**src/rtl/mem_arb_pkg.sv**
```systemverilog
// Shared types and constants for the instruction/data memory port arbiter.
package mem_arb_pkg;

   typedef enum logic [1:0] {
      ST_IDLE  = 2'd0,
      ST_WAIT  = 2'd1,
      ST_RESP  = 2'd2,
      ST_ABORT = 2'd3
   } arb_state_t;

   typedef enum logic {
      SRC_INSTR = 1'b0,
      SRC_DATA  = 1'b1
   } arb_src_t;

   localparam logic [31:0] ARB_ABORT_DATA = 32'hDEADBEEF;
   localparam logic [1:0]  OPLEN_WORD     = 2'd3;

   // On a tie the side that did not win last time is served, so neither side can starve.
   function automatic arb_src_t pick_source(input logic iReq, input logic dReq,
                                            input arb_src_t lastGrant);
      if (iReq && dReq) begin
         return (lastGrant == SRC_DATA) ? SRC_INSTR : SRC_DATA;
      end else if (iReq) begin
         return SRC_INSTR;
      end
      return SRC_DATA;
   endfunction

endpackage

```
**src/rtl/arb_watchdog.sv**
```systemverilog
// WAIT-state watchdog for mem_port_arbiter; only built when ARB_TIMEOUT_EN is defined.
`ifdef ARB_TIMEOUT_EN
module arb_watchdog #(
   parameter int unsigned LIMIT = 255
) (
   input  logic clk,
   input  logic rst,
   input  logic clear_i,
   input  logic count_i,
   output logic expire_o
);

   localparam int unsigned CntW = $clog2(LIMIT + 1);

   logic [CntW-1:0] count_q;

   always_ff @(posedge clk or negedge rst) begin
      if (!rst) begin
         count_q <= '0;
      end else if (clear_i) begin
         count_q <= '0;
      end else if (count_i) begin
         count_q <= count_q + 1'b1;
      end
   end

   // Fires during the LIMIT-th consecutive counted cycle.
   assign expire_o = count_i && (count_q == CntW'(LIMIT - 1));

endmodule
`endif

```
**src/rtl/mem_port_arbiter.sv**
```systemverilog
// Arbiter sharing one backend memory port between instruction fetch and data requesters.
// Defining ARB_TIMEOUT_EN adds a WAIT watchdog that aborts with err=1 and ARB_ABORT_DATA.
module mem_port_arbiter
   import mem_arb_pkg::*;
#(
   parameter int unsigned TIMEOUT_CYCLES = 255
) (
   input  logic        clk,
   input  logic        rst,
   input  logic        i_enable,
   input  logic [31:0] i_addr,
   output logic        i_valid,
   output logic [31:0] i_result,
   input  logic        d_enable,
   input  logic [31:0] d_addr,
   input  logic [1:0]  d_oplen,
   input  logic        d_we,
   input  logic [31:0] d_wdata,
   output logic        d_valid,
   output logic [31:0] d_result,
   output logic        err,
   output logic        m_enable,
   output logic [31:0] m_addr,
   output logic [1:0]  m_oplen,
   output logic        m_we,
   output logic [31:0] m_wdata,
   input  logic        m_valid,
   input  logic [31:0] m_result
);

   arb_state_t  state_q, state_d;
   arb_src_t    grant_q, grant_d;
   arb_src_t    lastGrant_q, lastGrant_d;
   logic        mEnable_q, mEnable_d;
   logic [31:0] mAddr_q, mAddr_d;
   logic [1:0]  mOplen_q, mOplen_d;
   logic        mWe_q, mWe_d;
   logic [31:0] mWdata_q, mWdata_d;
   logic [31:0] capture_q, capture_d;
   logic [31:0] iHold_q, iHold_d;
   logic [31:0] dHold_q, dHold_d;
   logic        respond;

`ifdef ARB_TIMEOUT_EN
   logic wdExpire;

   arb_watchdog #(
      .LIMIT(TIMEOUT_CYCLES)
   ) u_watchdog (
      .clk     (clk),
      .rst     (rst),
      .clear_i (state_q == ST_IDLE),
      .count_i (state_q == ST_WAIT),
      .expire_o(wdExpire)
   );
`else
   logic [31:0] unused_timeout;
   assign unused_timeout = 32'(TIMEOUT_CYCLES);
`endif

   always_comb begin
      state_d     = state_q;
      grant_d     = grant_q;
      lastGrant_d = lastGrant_q;
      mEnable_d   = mEnable_q;
      mAddr_d     = mAddr_q;
      mOplen_d    = mOplen_q;
      mWe_d       = mWe_q;
      mWdata_d    = mWdata_q;
      capture_d   = capture_q;
      iHold_d     = iHold_q;
      dHold_d     = dHold_q;
      case (state_q)
         ST_IDLE: begin
            if (i_enable || d_enable) begin
               grant_d     = pick_source(i_enable, d_enable, lastGrant_q);
               lastGrant_d = grant_d;
               mEnable_d   = 1'b1;
               state_d     = ST_WAIT;
               if (grant_d == SRC_INSTR) begin
                  mAddr_d  = i_addr;
                  mOplen_d = OPLEN_WORD;
                  mWe_d    = 1'b0;
                  mWdata_d = '0;
               end else begin
                  mAddr_d  = d_addr;
                  mOplen_d = d_oplen;
                  mWe_d    = d_we;
                  mWdata_d = d_wdata;
               end
            end
         end
         ST_WAIT: begin
            if (m_valid) begin
               capture_d = m_result;
               mEnable_d = 1'b0;
               state_d   = ST_RESP;
`ifdef ARB_TIMEOUT_EN
            end else if (wdExpire) begin
               capture_d = ARB_ABORT_DATA;
               mEnable_d = 1'b0;
               state_d   = ST_ABORT;
`endif
            end
         end
         ST_RESP, ST_ABORT: begin
            if (grant_q == SRC_INSTR) begin
               iHold_d = capture_q;
            end else begin
               dHold_d = capture_q;
            end
            state_d = ST_IDLE;
         end
         default: state_d = ST_IDLE;
      endcase
   end

   // Reset also kills any in-flight backend request immediately.
   always_ff @(posedge clk or negedge rst) begin
      if (!rst) begin
         state_q     <= ST_IDLE;
         grant_q     <= SRC_DATA;
         lastGrant_q <= SRC_DATA;
         mEnable_q   <= 1'b0;
         mAddr_q     <= '0;
         mOplen_q    <= '0;
         mWe_q       <= 1'b0;
         mWdata_q    <= '0;
         capture_q   <= '0;
         iHold_q     <= '0;
         dHold_q     <= '0;
      end else begin
         state_q     <= state_d;
         grant_q     <= grant_d;
         lastGrant_q <= lastGrant_d;
         mEnable_q   <= mEnable_d;
         mAddr_q     <= mAddr_d;
         mOplen_q    <= mOplen_d;
         mWe_q       <= mWe_d;
         mWdata_q    <= mWdata_d;
         capture_q   <= capture_d;
         iHold_q     <= iHold_d;
         dHold_q     <= dHold_d;
      end
   end

   assign respond  = (state_q == ST_RESP) || (state_q == ST_ABORT);
   assign i_valid  = respond && (grant_q == SRC_INSTR);
   assign d_valid  = respond && (grant_q == SRC_DATA);
   assign i_result = i_valid ? capture_q : iHold_q;
   assign d_result = d_valid ? capture_q : dHold_q;
`ifdef ARB_TIMEOUT_EN
   assign err      = (state_q == ST_ABORT);
`else
   assign err      = 1'b0;
`endif

   assign m_enable = mEnable_q;
   assign m_addr   = mAddr_q;
   assign m_oplen  = mOplen_q;
   assign m_we     = mWe_q;
   assign m_wdata  = mWdata_q;

endmodule
```
**config.mk**
```make
export PLATFORM = sky130hd
export DESIGN_NAME = mem_port_arbiter
export DESIGN_NICKNAME = d
export VERILOG_FILES = /design/src/rtl/mem_arb_pkg.sv /design/src/rtl/arb_watchdog.sv /design/src/rtl/mem_port_arbiter.sv
export SDC_FILE = /design/constraint.sdc
export NUM_CORES = 1
export LEC_CHECK = 0
export CAP_MARGIN = 10
export CELL_PAD_IN_SITES_DETAIL_PLACEMENT = 0
export CELL_PAD_IN_SITES_GLOBAL_PLACEMENT = 1
export CORE_MARGIN = 4
export CORE_UTILIZATION = 32
export CTS_BUF_LIST = sky130_fd_sc_hd__clkbuf_8
export DETAILED_ROUTE_END_ITERATION = 6
export PLACE_DENSITY_LB_ADDON = 0.3
export SYNTH_ARGS = -nofsm -noshare
export SYNTH_HDL_FRONTEND = slang
export SYNTH_SLANG_ARGS = --single-unit
```
**constraint.sdc**
```tcl
create_clock -name clk -period 1.7 [get_ports clk]
set_input_delay 0.425 -clock clk [delete_from_list [all_inputs] [get_ports clk]]
set_output_delay 0.425 -clock clk [all_outputs]
set_load 0.05 [all_outputs]
```
==> flow_summary.json, run 1 <==
{
  "synth_edf_count": 0,
  "p_per_area_nw_per_um2": 2350,
  "ir_drop_mv": 1.32,
  "grt_max_degree": 59,
  "die_h_um": 158,
  "ys.flop_type": "dfrtp_1",
  "critPathArrivalTime_ps": 1890,
  "setup_viol": 66,
  "drv_slew": 0,
  "critPathMaxFanout": 6,
  "synth_area_um2": 7190,
  "synth.most_common_cell": "dfrtp_1",
  "ys_seq_elements": 167,
  "grt_overflow": 0,
  "rows": 54,
  "ys_warn_count": 0,
  "synth-async-reset-ratio": 1.00,
  "endpoint_kind": "output port",
  "synth_area_per_cell_um2": 13.7,
  "met3_usage": 0.0511,
  "nNetsFinal": 965,
  "finalCritPeriodShare": 1.36,
  "final_core_util": 0.520,
  "grt_pass1_wl_mm": 33.0,
  "grtUsageMet2": 0.286,
  "cts_buffer_depth": 2,
  "synth_nets": 662,
  "gr-usage-met1": 0.209,
  "initial_core_util": 0.327,
  "startpoint_type": "register",
  "violations": "negative setup slack",
  "r2r_end": "dHold_q[12]",
  "p_total_mw": 26.8,
  "io-pin-count": 271,
  "clockRootBuffer": "clkbuf_8",
  "vias_per_cell": 4.91,
  "dieArea_um2": 24900,
  "status": "complete, but fails checks",
  "min_period_ps": 2310,
  "crit_path_end": "i_result[19]",
  "r2r_cells": 6,
  "required_ps": 1270,
  "path_clk_slew_ps": 90,
  "drc_errors": 0,
  "syn2layout_area_growth_pct": 58.9,
  "register_area_um2": 4180,
  "vias": 5505,
  "rrSetupSlack_ps": 120,
  "p_leak_nw": 5.22,
  "rr_startpoint": "lastGrant_q",
  "hold_violations": 0,
  "crit_path_start": "lastGrant_q",
  "fillers": 1922,
  "netlist_top_cells_area": "dfrtp_1 58%, mux2_2 20%, a31oi_2 5.2%",
  "routedWlPerCell_um": 19.0,
  "synth.largest_area_cell": "dfrtp_1",
  "gr-max-usage-layer": "met2",
  "ant_nets": 0,
  "gr-usage-all-layers": 0.169,
  "yosys.area.top_type_share": 0.578,
  "cts.sinks": 167,
  "ys_types": 26,
  "cts_tree": "done",
  "drt_iter0_markers": 162,
  "grt_pass1_vias": 6098,
  "syn_inst": 526,
  "drv_cap": 0,
  "setup_tns_ps": -37190,
  "fmax_mhz": 432,
  "yosysSeqAreaShare": 0.582,
  "htreeDepth": 4,
  "hpwlAfterDp_mm": 15.1,
  "dieWidth_um": 158,
  "core_um2": 22000,
  "antenna_found_initial": 1,
  "drt_pass1_iterations": 4,
  "hp-class": "input port to asynchronous set/reset pin",
  "cts_buffers": 17,
  "layout-drive-gt1-share": 0.465,
  "multi_input_area_um2": 2980,
  "globalplace.congestion": 0.817,
  "clock-skew-final_ps": 18.9,
  "rsz0062_at_grt": "yes",
  "critPathKind": "register to output port",
  "ys_top_cells_by_count": "166 x dfrtp_1, 128 x mux2_2, 33 x a22o_1, 33 x o21ai_0",
  "wirelength_mm": 21.3,
  "worstSkewPairLatency_ps": 440,
  "layout_setup_ws_ps": -613,
  "portBuffers": 269
}
## report_power, final
| group | total [mW] | internal (mW) | leakage (nW) | switching [mW] |
|---|---|---|---|---|
| clock | 2.74 | 1.27 | 0.193 | 1.47 |
| combinational | 17.0 | 7.21 | 3.04 | 9.74 |
| sequential | 7.13 | 5.92 | 1.99 | 1.21 |
## cells in the final DEF, fill, tap and decap left out, types with 25 or more instances in the layout
cell               n
mux2_2            64
buf_6             54
a22o_1            33
mux2_4            64
a21oi_1           32
buf_4             99
o21ai_0           33
buf_12            25
nand3_1           32
dfrtp_1          166
a31oi_2           30
clkdlybuf4s50_1  134
## routing by layer
layer / part of all wire / vias to the layer above
met5: 0 / -
met4: 0.018 / 0
met3: 0.068 / 22
met2: 0.50 / 215
met1: 0.41 / 2738
li1: - / 2530
## state kept, by name, summed over array words and instances (netlist names)
signal,flops
m_addr,32
m_wdata,32
lastGrant_q,1
m_oplen,2
iHold_q,32
m_we,1
m_enable,1
capture_q,32
state_q,2
dHold_q,32
## critical path: stages, from the launching register on
cell	delay, ps
dfstp_2	530
nand2b_4	190
buf_12	140
buf_16	130
mux2_4	320
buf_8	150
## cell families after synthesis
| kind of cell | after synthesis | synth area share |
|---|---|---|
| AO/OA/AOI/OAI | 134 | 0.144 |
| buffers and inverters | 52 | 0.0407 |
| flip-flops | 167 | 0.582 |
| multiplexers | 128 | 0.201 |
| other | 1 | 0.000522 |
| AND/OR/NAND/NOR | 44 | 0.0322 |
## per-stage QoR
step           worst slack [ps]  instances  instance area [um^2]  hold slack (ps)
5_1_grt                    -697       1122                 11400              457
3_5_place_dp               -192       1067                 10400              359
4_1_cts                    -650       1117                 11300              436
6_report                   -613       1122                 11400              464
3_3_place_gp               -172       1067                 10400              357
2_1_floorplan             -49.7        526                  7490              129
## final cells by class
class                   instances  area share
clock inverters                11     0.00866
repair buffers                330       0.307
diodes                          1    0.000219
multi-input cells             307       0.261
flip-flops and latches        167       0.366
inverters                       6     0.00219
clock buffers                  20      0.0241
well taps                     280      0.0307
## worst min-delay path by stage
stage,start,to,slack [ps],cells after the start
after floorplan,rst,capture_q[0],130,0
after global placement,rst,capture_q[16],360,1
after detailed placement,rst,capture_q[16],360,1
after CTS,rst,iHold_q[17],440,2
after global routing,rst,iHold_q[16],460,2
final,rst,iHold_q[29],460,2
## what timing repair did
item / CTS / global route
gates cloned: 4 / 1
endpoints found under the hold margin: 31 / 0
setup buffers: 14 / 6
endpoints found under the setup margin: 66 / 74
resized for setup: 83 / 12
hold buffers: 1 / 0
(Power assumes the default switching activity.)
==> inputs of run 2 (changes only) <==
--- a/config.mk
+++ b/config.mk
@@ -9,7 +9,7 @@
 export CELL_PAD_IN_SITES_DETAIL_PLACEMENT = 0
 export CELL_PAD_IN_SITES_GLOBAL_PLACEMENT = 1
 export CORE_MARGIN = 4
-export CORE_UTILIZATION = 32
+export CORE_UTILIZATION = 29
 export CTS_BUF_LIST = sky130_fd_sc_hd__clkbuf_8
 export DETAILED_ROUTE_END_ITERATION = 6
 export PLACE_DENSITY_LB_ADDON = 0.3
==> run 2 against run 1 <==
Compared with the run above: the flow still finishes with violations (negative setup slack); clock skew down 4.7 ps; sequential power about the same; utilization down 4.6 points; wire length up 1.0%; critical path depth unchanged; final cell count up 4.2%; largest power group unchanged.
==> flow_summary.json, run 2 (synthesis gave the netlist of run 1 again) <==
{
  "path_clk_slew_ps": 100,
  "critPathArrivalTime_ps": 1890,
  "violations": "negative setup slack",
  "cts.sinks": 167,
  "layout-drive-gt1-share": 0.469,
  "required_ps": 1270,
  "finalCritPeriodShare": 1.36,
  "grt_overflow": 0,
  "hold_ws_ps": 457,
  "clock-skew-final_ps": 14.1,
  "htreeDepth": 4,
  "fillers": 2145,
  "critPathMaxFanout": 6,
  "fmax_mhz": 432,
  "drt_pass1_iterations": 4,
  "hpwlAfterDp_mm": 15.3,
  "grt_pass1_wl_mm": 32.8,
  "globalplace.congestion": 0.866,
  "antenna_cells": 0,
  "grt_pass1_vias": 5902,
  "vias_per_cell": 4.70,
  "grt_max_degree": 43,
  "gr-usage-all-layers": 0.153,
  "pwr-share-clk": 0.121,
  "portBuffers": 269,
  "drc_errors": 0,
  "io-pin-count": 271,
  "power_frac_comb": 0.616,
  "layout_setup_ws_ps": -614,
  "drv_slew": 0,
  "startpoint_type": "register",
  "setup_viol": 72,
  "nNetsFinal": 968,
  "wirelength_mm": 21.5,
  "ir_drop_mv": 1.22,
  "core_um2": 24300,
  "clockRootBuffer": "clkbuf_8",
  "drv_cap": 0,
  "drt_iter0_markers": 219,
  "routedWlPerCell_um": 18.4,
  "rsz0062_at_grt": "yes",
  "rows": 57,
  "worstSkewPairLatency_ps": 450,
  "p_per_area_nw_per_um2": 2350,
  "hp-class": "input port to asynchronous set/reset pin",
  "min_period_ps": 2310,
  "p_sw_frac": 0.461,
  "initial_core_util": 0.296,
  "antenna_found_initial": 1,
  "cts_tree": "done",
  "rrSetupSlack_ps": -20,
  "critPathKind": "register to output port",
  "cts_buffer_depth": 2,
  "pwr-share-seq": 0.264,
  "power.switching_mw": 12.5,
  "vias": 5490,
  "die_h_um": 165,
  "syn2layout_area_growth_pct": 60.5,
  "endpoint_kind": "output port",
  "ant_nets": 0,
  "power.internal_mw": 14.6,
  "hold_violations": 0,
  "dieArea_um2": 27400,
  "cts_buffers": 17,
  "dieWidth_um": 165,
  "r2r_cells": 7,
  "status": "complete, but fails checks",
  "layout_commonest_cell": "dfrtp_1",
  "final_cell_mix": "166 x dfrtp_1, 134 x clkdlybuf4s50_1, 99 x buf_4",
  "p_leak_nw": 5.24,
  "setup_tns_ps": -38390
}
run 2: cell count changes in the layout (fill, tap and decap cells not counted), moves of 3 or more:
cell	change
buf_6	+11
buf_12	-5
buf_8	-4
bufinv_16	+3
clkinv_2	-3
inv_6	+3
run 2: stage by stage:
step                setup slack, ps  instance area, um^2  utilization  power (mW)  std cells
global route                   -698                11500        0.474        28.4       1169
floorplan                     -49.7                 7490            -        17.9        526
global placement               -325                10500        0.431        22.4       1118
finish                         -614                11500        0.474        27.2       1169
CTS                            -717                11500        0.475        27.4       1170
detailed placement             -348                10500        0.431        22.7       1118
run 2: final cells by class:
class / count / area (um^2) / share of cell area
Clock inverter: 14 / 211 / 0.0183
Timing Repair Buffer: 332 / 3470 / 0.301
Tap cell: 324 / 405 / 0.0351
Clock buffer: 18 / 248 / 0.0215
Sequential cell: 167 / 4180 / 0.362
Multi-Input combinational cell: 308 / 2990 / 0.260
Inverter: 6 / 25.0 / 0.00217
run 2: repair_timing:
item,in CTS,in global routing
gates cloned,6,0
gates resized for setup,92,16
hold endpoints to repair,30,0
hold buffers,1,0
endpoints found under the setup margin,100,73
pin swaps,1,0
setup buffers,13,3
run 2: per-layer routing:
metal | GRT usage | share of wire | wire [um]
met1 | 0.202 | 0.43 | 9240
met4 | 0.0341 | 0.011 | 229
met2 | 0.248 | 0.48 | 10400
met3 | 0.0484 | 0.076 | 1630
met5 | 0 | 0.00056 | 12
run 2: path summary, 6_finish.rpt:
path / startpoint / to
max: lastGrant_q / d_result[26]
min in group clk: m_enable / m_enable
min: rst / capture_q[19]
max in group asynchronous: rst / dHold_q[13]
max reg2reg: lastGrant_q / dHold_q[29]
min reg2reg: m_enable / m_enable
run 2: power by group through the flow:
stage | sequential, mW | combinational [mW] | clock (mW)
finish | 7.16 | 16.7 | 3.27
global route | 7.40 | 17.5 | 3.56
CTS | 7.18 | 16.8 | 3.40
detailed placement | 7.21 | 15.4 | 0
global placement | 7.15 | 15.3 | 0
floorplan | 9.39 | 8.50 | 0
run 2: critical path: stages (launching register included):
cell and delay [ps]:
dfstp_2 550, buf_6 110, nand2_8 110, buf_16 190, mux2_4 320, buf_6 160
==> inputs of run 3 (changes only) <==
--- a/config.mk
+++ b/config.mk
@@ -9,7 +9,7 @@
 export CELL_PAD_IN_SITES_DETAIL_PLACEMENT = 0
 export CELL_PAD_IN_SITES_GLOBAL_PLACEMENT = 1
 export CORE_MARGIN = 4
-export CORE_UTILIZATION = 29
+export CORE_UTILIZATION = 32
 export CTS_BUF_LIST = sky130_fd_sc_hd__clkbuf_8
 export DETAILED_ROUTE_END_ITERATION = 6
 export PLACE_DENSITY_LB_ADDON = 0.3
==> results of run 3 <==
Final layout, timing and power as in run 1 (identical DEF).
==> patch: new RTL, flow settings as in run 2 <==
The 4 states of `arb_state_t` get a one-hot encoding in 4 bits.
--- a/src/rtl/mem_arb_pkg.sv
+++ b/src/rtl/mem_arb_pkg.sv
@@ -3,7 +3,7 @@
 
-   typedef enum logic [1:0] {
-      ST_IDLE  = 2'd0,
-      ST_WAIT  = 2'd1,
-      ST_RESP  = 2'd2,
-      ST_ABORT = 2'd3
+   typedef enum logic [3:0] {
+      ST_IDLE  = 4'b0001,
+      ST_WAIT  = 4'b0010,
+      ST_RESP  = 4'b0100,
+      ST_ABORT = 4'b1000
    } arb_state_t;
Behaviour: no difference found for any inputs over 4 cycles, from zero or initial values and one cycle with rst low; so few cycles prove little.
==> patch against run 2 <==
  * Sequential cell count grew 1
  * Final area grew 12%
  * Worst setup slack worse by 0.25 ns
  * Total power decreased by 8.4%
  * First-iteration DRC count increased by 19%
  * Critical endpoint is now i_result[0]
  * Largest cell class is now buffers
  * Critical path depth rose by 1
  * The flow still finishes with violations (negative setup slack)
  * Global-route usage rose by 0.097 points
  * Synthesized area rose by 4.6%
  * Routed wire length rose by 11%
  * Final cell count is 3.2% higher
==> patch: results (changes against run 2) <==
\begin{tabular}{lr}
\hline
Metric & Value \\
\hline
\multicolumn{2}{l}{\textbf{STA}} \\
\quad Total negative setup slack & -61.99 ns (-23.60 ns) \\
\quad Post-Route Skew & 0.01818 ns (+0.004030 ns) \\
\quad Slack of the critical path & -0.8616 ns (-0.2477 ns) \\
\quad Actual transition at the worst max-transition pin & 0.5229 ns \\
\quad Setup violation total in the final timing report & 156 (+120\%) \\
\multicolumn{2}{l}{\textbf{Pwr}} \\
\quad IR Drop Worst-Case VDD & 1.014 mV (-17\%) \\
\quad Leakage power figure & 5.795 nW (+11\%) \\
\multicolumn{2}{l}{\textbf{Logic synthesis}} \\
\quad Most common library cells after synthesis & dfrtp\_1 (166), mux2\_1 (128), inv\_1 (36), mux2i\_1 (35), o21ai\_0 (33) \\
\quad Cell count after synthesis & 525 (-0.19\%) \\
\quad Sequential fraction of the synthesis area & 0.5596 (-0.02206) \\
\quad Asr flop ratio synth & 1.000 (unchanged) \\
\quad Count of different cell masters after synthesis & 28 (+7.7\%) \\
\quad Cells taking the most area after synthesis & dfrtp\_1 (55\%), mux2\_1 (19\%), a2bb2oi\_2 (6.4\%), mux2i\_1 (4.7\%), o32ai\_1 (3.7\%) \\
\quad Post-Synthesis Net Count & 661 (-0.15\%) \\
\multicolumn{2}{l}{\textbf{Placement}} \\
\quad Half-perimeter wire length of the detailed placement result & 15.53 mm (+1.3\%) \\
\quad Port-buffer cells & 269 (unchanged) \\
\quad Placer's final routability congestion estimate & 0.8211 (-5.2\%) \\
\multicolumn{2}{l}{\textbf{Clock tree}} \\
\quad Max Buffers Root-to-Sink & 2 (unchanged) \\
\quad H-tree lvl count & 4 (unchanged) \\
\quad Clock buffer count from CTS & 17 (unchanged) \\
\multicolumn{2}{l}{\textbf{Global routing}} \\
\quad Largest net degree at the start of global routing & 46 (+7.0\%) \\
\quad Initial antenna violation count & 0 (-1) \\
\quad Global-route wire length before repair & 34.80 mm (+6.0\%) \\
\quad Gr usage total & 0.1542 (+0.0009734) \\
\quad Vias in the first global route & 6,210 (+5.2\%) \\
\multicolumn{2}{l}{\textbf{Run status}} \\
\quad Status & finished, violations left \\
\quad Violations in the final reports & negative setup slack \\
\multicolumn{2}{l}{\textbf{Setup path}} \\
\quad Signal arrival time at the worst endpoint & 2.14 ns (+0.25 ns) \\
\multicolumn{2}{l}{\textbf{Die}} \\
\quad Row count & 58 (+1.8\%) \\
\multicolumn{2}{l}{\textbf{Cells and area}} \\
\quad Post-layout nets & 999 (+3.2\%) \\
\quad Share of final-layout standard cells stronger than drive strength 1 & 0.4829 (+0.01424) \\
\multicolumn{2}{l}{\textbf{Drt}} \\
\quad Drt first pass iters & 4 (unchanged) \\
\quad First DRT Iteration DRCs & 260 (+19\%) \\
\quad Via total after detailed routing & 5,682 (+3.5\%) \\
\quad Final wirelength & 23.94 mm (+11\%) \\
\hline
\end{tabular}
[patch: changes by cell type in the layout (fill, tap and decap cells not counted), sizes merged, moves of 31 or more]
| cell | before | now |
|---|---|---|
| mux2i | 0 | 35 |
| a22o | 33 | 0 |
| a31oi | 32 | 0 |
| o32ai | 0 | 32 |
| inv | 13 | 44 |
| nand3 | 32 | 1 |
[patch: cell families after synthesis]
family,share of synthesized area
DFF,0.5596
muxes,0.2383
AOI/OAI and AO/OA,0.1298
buffers and inverters,0.05942
and+or+nand+nor,0.01232
other,0.0004989
[patch: where the power goes]
part	internal (mW)	switching, mW
clock network	1.44	1.63
logic	7.20	7.63
registers	5.63	1.36
total	14.3	10.6
[patch: cell type report]
| cell class | instances | area, µm² |
|---|---|---|
| multi-input cells | 277 | 3346 |
| fillers | 2114 | 12420 |
| clock inverters | 13 | 156.4 |
| repair buffers | 361 | 4377 |
| well taps | 330 | 412.9 |
| inverters | 38 | 147.6 |
| flip-flops and latches | 168 | 4208 |
| clock buffers | 19 | 261.5 |
[patch: metrics by stage]
stage	cell area (µm²)	hold slack [ns]	std cells	worst slack, ns
after floorplan	7710	0.1294	525	-0.2776
after global placement	11030	0.3978	1126	-0.3813
after detailed placement	11030	0.4015	1126	-0.4221
after CTS	12190	0.4538	1183	-0.8919
after global routing	12910	0.4674	1206	-0.9500
final	12910	0.4625	1206	-0.8616
[patch: critical path, cell delays in order, from the launching register on]
cell and delay (ns):
dfstp_2 0.41, buf_6 0.12, nor4b_4 0.27, buf_6 0.21, clkbuf_16 0.19, mux2_4 0.32
buf_8 0.15
[patch: routing by layer]
metal,GRT usage,vias up,routed length [µm]
met2,0.2507,206,11830
met3,0.05652,20,1856
met1,0.1949,2869,9887
li1,-,2587,-
met5,0,-,0
met4,0.04130,0,362
[patch: final timing paths]
| path | start | to | slack (ns) | cells past startpoint |
|---|---|---|---|---|
| min in group clk | dHold_q[27] | dHold_q[27] | 0.49 | 1 |
| min reg2reg | dHold_q[27] | dHold_q[27] | 0.49 | 1 |
| max | lastGrant_q | i_result[0] | -0.86 | 6 |
| min | rst | capture_q[21] | 0.46 | 2 |
| max reg2reg | lastGrant_q | dHold_q[26] | -0.30 | 6 |
| max in group asynchronous | rst | m_addr[23] | 0.62 | 3 |
[patch: repair_timing]
| action | CTS | global route |
|---|---|---|
| gates resized for setup | 106 | 123 |
| hold buffers | 1 | 0 |
| endpoints found under the setup margin | 145 | 190 |
| setup buffers | 16 | 21 |
| hold endpoints to repair | 36 | 0 |
| cloned | 8 | 12 |
| pin swaps | 1 | 3 |
